**src/rtl/game_pkg.sv**
```systemverilog
// Shared game-wide types and default constants.
// Used by the life manager, the HUD and the ghost AI.
package game_pkg;

    typedef enum logic [2:0] {
        LS_IDLE,
        LS_RESPAWN,
        LS_PLAY,
        LS_DYING,
        LS_GAME_OVER
    } life_state_t;

    localparam int GP_LIVES_INIT   = 3;
    localparam int GP_LIFE_W       = 3;
    localparam int GP_DEATH_FRAMES = 60;
    localparam int GP_GRACE_FRAMES = 90;
    localparam int GP_BLINK_HALF   = 8;
    localparam int GP_CNT_W        = 8;

endpackage

```
**src/rtl/frame_timer.sv**
```systemverilog
// Saturating frame down-counter with synchronous load.
// Load has priority over the decrement; the count holds at zero.
module frame_timer #(
    parameter int CNT_W = 8
) (
    input  logic             frame_clk,
    input  logic             reset,
    input  logic             load,
    input  logic [CNT_W-1:0] load_val,
    input  logic             en,
    output logic [CNT_W-1:0] count,
    output logic             zero
);

    logic [CNT_W-1:0] count_q;
    logic [CNT_W-1:0] count_d;

    always_comb begin
        count_d = count_q;
        if (load) begin
            count_d = load_val;
        end else if (en && (count_q != '0)) begin
            count_d = count_q - CNT_W'(1);
        end
    end

    always_ff @(posedge frame_clk) begin
        if (reset) begin
            count_q <= '0;
        end else begin
            count_q <= count_d;
        end
    end

    assign count = count_q;
    assign zero  = (count_q == '0);

endmodule

```
**src/rtl/life_manager.sv**
```systemverilog
// Per-life sequencing: death freeze/blink, respawn pulse,
// invincibility window and game-over.
module life_manager
    import game_pkg::*;
#(
    parameter int LIVES_INIT   = GP_LIVES_INIT,
    parameter int LIFE_W       = GP_LIFE_W,
    parameter int DEATH_FRAMES = GP_DEATH_FRAMES,
    parameter int GRACE_FRAMES = GP_GRACE_FRAMES,
    parameter int BLINK_HALF   = GP_BLINK_HALF,
    parameter int CNT_W        = GP_CNT_W
) (
    input  logic              frame_clk,
    input  logic              reset,
    input  logic              died,
    input  logic              start,
    output logic [LIFE_W-1:0] lives,
    output logic              freeze,
    output logic              respawn,
    output logic              invincible,
    output logic              pacman_visible,
    output logic              game_over
);

    localparam int BLINK_W = $clog2(BLINK_HALF + 1);

    life_state_t       state_q, state_d;
    logic [LIFE_W-1:0] lives_q, lives_d;
    logic [BLINK_W-1:0] blink_q, blink_d;
    logic              start_q;
    logic              start_rise;
    logic              kill;
    logic              freeze_q, freeze_d;
    logic              respawn_q, respawn_d;
    logic              invincible_q, invincible_d;
    logic              visible_q, visible_d;
    logic              game_over_q, game_over_d;

    logic              death_zero;
    logic              grace_zero;
    logic [CNT_W-1:0]  death_cnt_unused;
    logic [CNT_W-1:0]  grace_cnt_unused;

    assign start_rise = start & ~start_q;
    assign kill       = died & ~invincible_q;

    frame_timer #(.CNT_W(CNT_W)) u_death_timer (
        .frame_clk (frame_clk),
        .reset     (reset),
        .load      ((state_q == LS_PLAY) && kill),
        .load_val  (CNT_W'(DEATH_FRAMES - 1)),
        .en        (state_q == LS_DYING),
        .count     (death_cnt_unused),
        .zero      (death_zero)
    );

    frame_timer #(.CNT_W(CNT_W)) u_grace_timer (
        .frame_clk (frame_clk),
        .reset     (reset),
        .load      (state_q == LS_RESPAWN),
        .load_val  (CNT_W'(GRACE_FRAMES - 1)),
        .en        (state_q == LS_PLAY),
        .count     (grace_cnt_unused),
        .zero      (grace_zero)
    );

    always_ff @(posedge frame_clk) begin
        if (reset) begin
            state_q      <= LS_IDLE;
            lives_q      <= LIFE_W'(LIVES_INIT);
            blink_q      <= '0;
            start_q      <= 1'b0;
            freeze_q     <= 1'b1;
            respawn_q    <= 1'b0;
            invincible_q <= 1'b0;
            visible_q    <= 1'b1;
            game_over_q  <= 1'b0;
        end else begin
            state_q      <= state_d;
            lives_q      <= lives_d;
            blink_q      <= blink_d;
            start_q      <= start;
            freeze_q     <= freeze_d;
            respawn_q    <= respawn_d;
            invincible_q <= invincible_d;
            visible_q    <= visible_d;
            game_over_q  <= game_over_d;
        end
    end

    always_comb begin
        state_d = state_q;
        lives_d = lives_q;
        unique case (state_q)
            LS_IDLE, LS_GAME_OVER: begin
                if (start_rise) begin
                    lives_d = LIFE_W'(LIVES_INIT);
                    state_d = LS_RESPAWN;
                end
            end
            LS_RESPAWN: state_d = LS_PLAY;
            LS_PLAY: begin
                if (kill) begin
                    lives_d = (lives_q == '0) ? '0 : lives_q - LIFE_W'(1);
                    state_d = LS_DYING;
                end
            end
            LS_DYING: begin
                if (death_zero) begin
                    state_d = (lives_q == '0) ? LS_GAME_OVER : LS_RESPAWN;
                end
            end
            default: state_d = LS_IDLE;
        endcase
    end

    // Outputs are computed from the next state so they line up with state_q.
    always_comb begin
        freeze_d     = (state_d != LS_PLAY);
        respawn_d    = (state_d == LS_RESPAWN);
        game_over_d  = (state_d == LS_GAME_OVER);
        invincible_d = (state_d == LS_PLAY) &&
                       ((state_q == LS_RESPAWN) || !grace_zero);
        blink_d      = '0;
        visible_d    = 1'b1;
        if ((state_d == LS_DYING) && (state_q == LS_DYING)) begin
            if (blink_q == BLINK_W'(BLINK_HALF - 1)) begin
                blink_d   = '0;
                visible_d = ~visible_q;
            end else begin
                blink_d   = blink_q + BLINK_W'(1);
                visible_d = visible_q;
            end
        end else if (state_d == LS_GAME_OVER) begin
            visible_d = 1'b0;
        end
    end

    assign lives          = lives_q;
    assign freeze         = freeze_q;
    assign respawn        = respawn_q;
    assign invincible     = invincible_q;
    assign pacman_visible = visible_q;
    assign game_over      = game_over_q;

endmodule
```
**config.mk**
```make
export PLATFORM = sky130hd
export DESIGN_NAME = life_manager
export DESIGN_NICKNAME = d
export VERILOG_FILES = /design/src/rtl/game_pkg.sv /design/src/rtl/frame_timer.sv /design/src/rtl/life_manager.sv
export SDC_FILE = /design/constraint.sdc
export NUM_CORES = 1
export LEC_CHECK = 0
export CORE_MARGIN = 2
export CORE_UTILIZATION = 50
export CTS_CLUSTER_SIZE = 30
export DETAILED_ROUTE_END_ITERATION = 10
export PLACE_DENSITY_LB_ADDON = 0.3
export SLEW_MARGIN = 20
export SYNTH_ARGS = -nofsm -noshare
export SYNTH_HDL_FRONTEND = slang
export SYNTH_SLANG_ARGS = --single-unit
```
**constraint.sdc**
```tcl
create_clock -name frame_clk -period 3 [get_ports frame_clk]
set_input_delay 0.6 -clock frame_clk [delete_from_list [all_inputs] [get_ports frame_clk]]
set_output_delay 0.6 -clock frame_clk [all_outputs]
set_load 0.01 [all_outputs]
```
==> summary.txt, run 1 <==
Timing
  – Hold slack: 0.463 ns
  – Final period util: 65.4%
  – Post-route minimum period: 1.96 ns
  – Max Fclk: 0.510 GHz
  – Relative slew margins: 58.4%
  – Endpoints failing setup: 0
  – Setup total negative slack: 0 ns
  – Pins over their slew limit: 0
  – Worst Tran Pin Value: 0.622 ns
  – RSZ-0062 raised after global routing: no
  – Clock Skew: 0.00393 ns
  – Hold Vio Cnt, Final: 0

GRT
  – Vias in the first global route: between 1000 and 1500
  – Overflow after GRT: 0
  – Largest net degree at the start of global routing: 15
  – First-pass GRT wire length: 5.38 mm
  – All-layer global routing usage: 20.5%
  – Antenna violations before repair: 0

Outcome
  – Outcome: finished clean

Setup path
  – Worst path cell trace: inv_1 -> ha_1 -> nor4b_2 -> nand2_1 -> a22o_1 -> a211oi_1
  – Critical R2R Launch: u_grace_timer.count[0]
  – Highest-delay cell along the critical path: nor4b_2
  – CP Capture Type: register
  – Critical Path AT: ~2.2 ns
  – Length in cells of the worst reg-to-reg path: 6
  – Crit Path Max Fanout: 6
  – WS Path Type: reg -> reg
  – Max incr delay on CP: 0.49 ns
  – Reg2reg setup slack: 1.04 ns
  – Startpoint Class: register
  – R2R Path End: u_grace_timer.count[0]
  – Critical Path RT: 3.24 ns

Clock network
  – H-tree level count: 2
  – Hold buffer count at CTS: 0
  – Clock buffer depth: 2
  – Clk slew on worst S/H paths: 0.09 ns
  – Setup repair bufs after CTS: 0
  – TritonCTS Buffers: 5
  – Clock Sinks: 32
  – Post_cts resized: 0
  – Worst-Skew Late Latency: ~0.33 ns
  – Clock Tree Root: clkbuf_4
  – Clock tree from TritonCTS: done

Worst hold path
  – Depth of the worst hold-timing path: 1
  – Worst Min Path Start: blink_q[0]
  – Worst Hold Class: reg -> reg
  – Hold path endpoint: blink_q[0]

Flow run
  – Max cap viols: 0

Synth
  – Yosys warning count: 0
  – Post-synthesis compound-gate area fraction: 21.0%
  – Register area share after synthesis: 42.1%
  – Avg Inst Size Synth: 9.34 um^2
  – Yosys top cell by area: dfxtp_1
  – Synthesized net count: 172
  – Post-synth top area share: 42.1%
  – Post-Synth Simple-Gate Area: a little over a quarter
  – Synth Instances: 163
  – Mapped Area: about 0.0015 mm^2
  – Ys async rst share: 0%
  – Mux contribution to synthesized area: 0%
  – Number of register bits inferred by synthesis: 32
  – Synth top area cells: dfxtp_1 (42%), ha_1 (4.1%), a21oi_1 (3.6%), or3_1 (2.5%), xor2_1 (2.3%)
  – XOR/XNOR Fraction of Synth Area: around 3.5%
  – Largest family of logic cells by synthesized area: simple AND/OR/NAND/NOR gates
  – Yosys cell types: between 40 and 50
  – Number of flops mapped to enable cells by yosys: 0
  – Adder-Cell Fraction of Synth Area: between 4 and 5%
  – Synth Flop Type: dfxtp_1

Pwr
  – VDD IR max: 353 uV
  – P_leak: about 0.63 nW
  – PD cells: about 570 mW/mm^2

Floorplanning
  – Row Count: 20
  – Die area: ~0.0035 mm^2
  – IO Pins: 12
  – Die Y: 59.2 um
  – Die width: 59.2 um
  – Core Box Area: 0.00298 mm^2
  – Starting Density: roughly 51%

Final layout
  – Final non-filler cell total: 212
  – Commonest cells after routing, fill and taps aside: dfxtp_1 (32), a21oi_1 (11), clkdlybuf4s50_1 (11), inv_1 (9), nor2_1 (9)
  – Fin area: around 0.0017 mm^2
  – Inserted Diodes: 0
  – Final Util: 58.4%
  – Layout cells sized above 1: about a tenth
  – Syn-to-layout area delta: 14.3%
  – Most common cell after layout, fill and taps aside: dfxtp_1
  – NumNets Final: about 190

Routing
  – DR iter-0 viols: 131
  – First-pass iteration count of the detailed router: 4
  – Avg WL per Cell: around 15 um
  – Vias per cell: roughly 6.0
  – Routed Antenna Nets: 0
  – Final WL: 3.17 mm
  – DRC errors left: 0
  – Routed via count: between 1000 and 1500

Placement
  – Placed cell areas: 0.00166 mm^2
  – PortBufs: 11
  – Final GP Congestion: 0.878
  – HPWL after detailed placement: 2.36 mm
  – Number of instances in the placed design: 204
## flip-flops by register name (all words and copies together), names as in the netlist, 3 cells and up
signal               count
lives                    3
blink_q                  4
state_q                  3
u_death_timer.count      8
u_grace_timer.count      8
## metrics by stage
step                setup slack, ns  total power [mW]
floorplan                      1.32             0.622
global placement              0.988             0.666
detailed placement            0.927             0.675
CTS                            1.04             0.996
global route                  0.880              1.04
finish                         1.04             0.990
## where the power goes
part	switching (mW)	total, mW	leakage [nW]	internal (mW)
Sequential	0.0312	0.481	0.260	0.450
Clock	0.147	0.322	0.0422	0.175
Combinational	0.107	0.187	0.327	0.0801
Total	0.285	0.990	0.629	0.705
## synthesized netlist by cell type, drive strengths merged, types with 2 or more instances
cell     instances
a31oi            4
nand2            7
and2             4
ha               5
a221oi           3
a311oi           3
nand2b           4
a211oi           3
clkbuf           2
inv              9
or3              6
nand3b           2
a2111oi          2
nand3            5
o31ai            4
nor3             4
nor4             3
nor2            10
nor2b            4
xnor2            2
or4              5
nor3b            3
o21ai            5
buf              2
dfxtp           32
xor2             4
a21oi           12
## critical path: cells and delay by family, from the launching register on
family | cells | cell delay [ns]
AOI/OAI and AO/OA | 2 | 0.49
adders and majority gates | 1 | 0.18
and+or+nand+nor | 2 | 0.74
DFF | 1 | 0.35
buffers and inverters | 1 | 0.12
## worst max-delay path by stage
stage,from,slack [ns],endpoint,depth (start not counted)
finish,u_grace_timer.count[0],1.04,u_grace_timer.count[0],6
global route,u_death_timer.count[0],0.88,invincible,6
CTS,lives[0],1.04,lives[0],1
detailed placement,died,0.93,invincible,5
global placement,reset,0.99,invincible,3
floorplan,u_death_timer.count[3],1.32,respawn,4
## layout make-up
class | count | area (um^2)
clock inverter | 2 | 35.0
tap | 33 | 41.3
sequential | 32 | 641
fill | 255 | 1240
multi-input combinational | 118 | 831
clock buffer | 6 | 41.3
inverter | 9 | 33.8
timing repair buffer | 12 | 118
## per-layer routing
metal  global-route usage (%)  vias up  wire (um)
met5                        0        -          0
met4                     7.79        0         19
met3                     6.11        2        172
met2                     32.0       32       1510
met1                     26.5      603       1470
li1                         -      641          -
## logic make-up (layout without fill, tap and decap cells)
| logic type | after synthesis | in the layout |
|---|---|---|
| flip-flops | 32 | 32 |
| AO/OA/AOI/OAI | 44 | 44 |
| XOR/XNOR | 6 | 6 |
| adder cells (fa/ha/maj) | 5 | 5 |
| AND/OR/NAND/NOR | 63 | 63 |
| buffers and inverters | 13 | 29 |
No activity file was read; power rests on OpenSTA's default activity.
==> inputs of run 2 (changes only) <==
clock period = 1.99 ns   (was 3 ns; I/O delays follow)
==> summary.txt, run 2 (same netlist as run 1, synthesis figures left out) <==
Routing
  – Avg WL per Cell: 14.5 um (-3.2%)
  – Routed via count: 1288 (+0.78%)
  – Routed Antenna Nets: 0 (unchanged)
  – DR iter-0 viols: 37 (-72%)
  – DRC errors left: 0 (unchanged)
  – Final WL: 3.13 mm (-1.3%)
  – First-pass iteration count of the detailed router: 4 (unchanged)
  – Vias per cell: 5.96 (-1.1%)

GRT
  – First-pass GRT wire length: 5.42 mm (+0.63%)
  – Vias in the first global route: 1227 (+3.5%)
  – All-layer global routing usage: 20.5% (+0.037 points)
  – Antenna violations before repair: 0 (unchanged)
  – Overflow after GRT: 0 (unchanged)
  – Largest net degree at the start of global routing: 12 (-3)

Pwr
  – P_leak: 0.659 nW (+4.8%)
  – VDD IR max: 617 uV (+75%)
  – Pwr Total: 1.51 mW (+53%)
  – PD cells: 847 mW/mm^2 (+49%)

Worst hold path
  – Depth of the worst hold-timing path: 1 (unchanged)
  – Hold path endpoint: blink_q[0]
  – Worst Min Path Start: blink_q[0]
  – Worst Hold Class: reg -> reg

Clock network
  – Hold buffer count at CTS: 0 (unchanged)
  – Worst-Skew Late Latency: 0.33 ns (about the same)
  – Clock buffer depth: 2 (unchanged)
  – Clock Sinks: 32 (unchanged)
  – Clock tree from TritonCTS: done
  – H-tree level count: 2 (unchanged)
  – Clock Tree Root: clkbuf_4
  – TritonCTS Buffers: 5 (unchanged)
  – Clk slew on worst S/H paths: 0.10 ns (about the same)

Setup path
  – Crit Path Max Fanout: 7 (+1)
  – Reg2reg setup slack: 0.11 ns (-0.93 ns)
  – CP Capture Type: register
  – Critical Path AT: 2.10 ns (-0.10 ns)
  – Max incr delay on CP: 0.60 ns (+0.11 ns)
  – Worst path cell trace: or4_4 -> nor3_4 -> a21oi_2 -> a2111oi_2
  – Critical R2R Launch: u_death_timer.count[3]
  – WP buf/inv: 0 (-1)
  – Startpoint Class: register
  – Critical Path RT: 2.21 ns (-1.03 ns)
  – WS Path Type: reg -> reg
  – R2R Path End: respawn
  – Highest-delay cell along the critical path: or4_4
  – Length in cells of the worst reg-to-reg path: 4 (-2)
  – Delay-heaviest family, CP: simple AND/OR/NAND/NOR gates

Timing
  – Worst Tran Pin Value: 0.575 ns (-0.0469 ns)
  – Endpoints failing setup: 0 (unchanged)
  – Hold Vio Cnt, Final: 0 (unchanged)
  – Relative slew margins: 61.5% (+3.1 points)
  – Post-route minimum period: 1.88 ns (-0.0809 ns)
  – Clock Skew: 0.00710 ns (+0.00318 ns)
  – Pins over their slew limit: 0 (unchanged)
  – Setup total negative slack: 0 ns (unchanged)
  – RSZ-0062 raised after global routing: no
  – Final period util: 94.5% (+29 points)
  – Max Fclk: 0.532 GHz (+4.3%)

Final layout
  – Most common cell after layout, fill and taps aside: dfxtp_1
  – NumNets Final: 191 (+2.1%)
  – Fill cells: 246 (-3.5%)
  – Final Util: 60.1% (+1.6 points)
  – Layout cells sized above 1: 12.6% (+3.1 points)
  – Inserted Diodes: 0 (unchanged)
  – Commonest cells after routing, fill and taps aside: dfxtp_1 (32), a21oi_1 (11), clkdlybuf4s50_1 (11), inv_1 (9), nor2_1 (9)
  – Syn-to-layout area delta: 17.5%

Floorplanning
  – Core Box Area: 0.00298 mm^2 (unchanged)
  – Die width: 59.2 um (unchanged)
  – Die Y: 59.2 um (unchanged)
  – Starting Density: 51.1% (unchanged)
  – Die area: 0.00350 mm^2 (unchanged)
  – Row Count: 20 (unchanged)
  – IO Pins: 12 (unchanged)

Placement
  – PortBufs: 11 (unchanged)
  – HPWL after detailed placement: 2.38 mm (+0.44%)
  – Final GP Congestion: 0.804 (-8.4%)

Outcome
  – Outcome: finished clean

Flow run
  – Max cap viols: 0 (unchanged)
-- run 2: per-layer routing --
layer / vias to the layer above / wire length, um / global-route usage, %
met4: 0 / 34 / 7.47
met3: 6 / 125 / 6.11
met5: - / 0 / 0
met2: 19 / 1520 / 33.6
met1: 616 / 1450 / 25.4
li1: 647 / - / -
-- run 2: worst max-delay path by stage --
stage / startpoint / end / slack (ns) / cells past startpoint
floorplan: u_death_timer.count[3] / respawn / 0.31 / 4
global placement: u_death_timer.count[3] / respawn / 0.12 / 4
detailed placement: u_death_timer.count[3] / respawn / 0.07 / 4
CTS: u_death_timer.count[3] / respawn / 0.04 / 4
global route: u_death_timer.count[3] / respawn / 0.009 / 4
finish: u_death_timer.count[3] / respawn / 0.11 / 4
-- run 2: timing repair --
action,in CTS,in global routing
buffers inserted,0,0
gates resized for setup,0,2
endpoints found under the hold margin,0,0
endpoints found under the setup margin,0,5
-- run 2: area by class of cell --
cell class              instances  area (um^2)  area share [%]
inverters                       9         33.8            1.89
flip-flops and latches         32          641            35.8
multi-input cells             118          846            47.3
well taps                      33         41.3            2.31
clock buffers                   5         37.5            2.10
clock inverters                 3         42.5            2.38
repair buffers                 16          148            8.25
-- run 2: where the power goes --
part	total, mW	switching [mW]	leakage (nW)	internal, mW
clock network	0.494	0.232	0.0412	0.262
logic	0.296	0.160	0.358	0.136
registers	0.725	0.0462	0.260	0.678
total	1.51	0.439	0.659	1.08
-- run 2: worst reg2reg max path: stages, from the launching register on --
cell	delay, ns
dfxtp_1	0.38
or4_4	0.60
nor3_4	0.28
a21oi_2	0.10
a2111oi_2	0.41
-- run 2: through the flow --
stage | setup WS [ns] | hold WS (ns) | cells | area, um^2
2_1_floorplan | 0.314 | 0.418 | 163 | 1520
3_3_place_gp | 0.117 | 0.427 | 208 | 1690
4_1_cts | 0.0433 | 0.462 | 216 | 1770
3_5_place_dp | 0.0653 | 0.444 | 208 | 1690
6_report | 0.109 | 0.460 | 216 | 1790
5_1_grt | 0.00912 | 0.501 | 216 | 1790
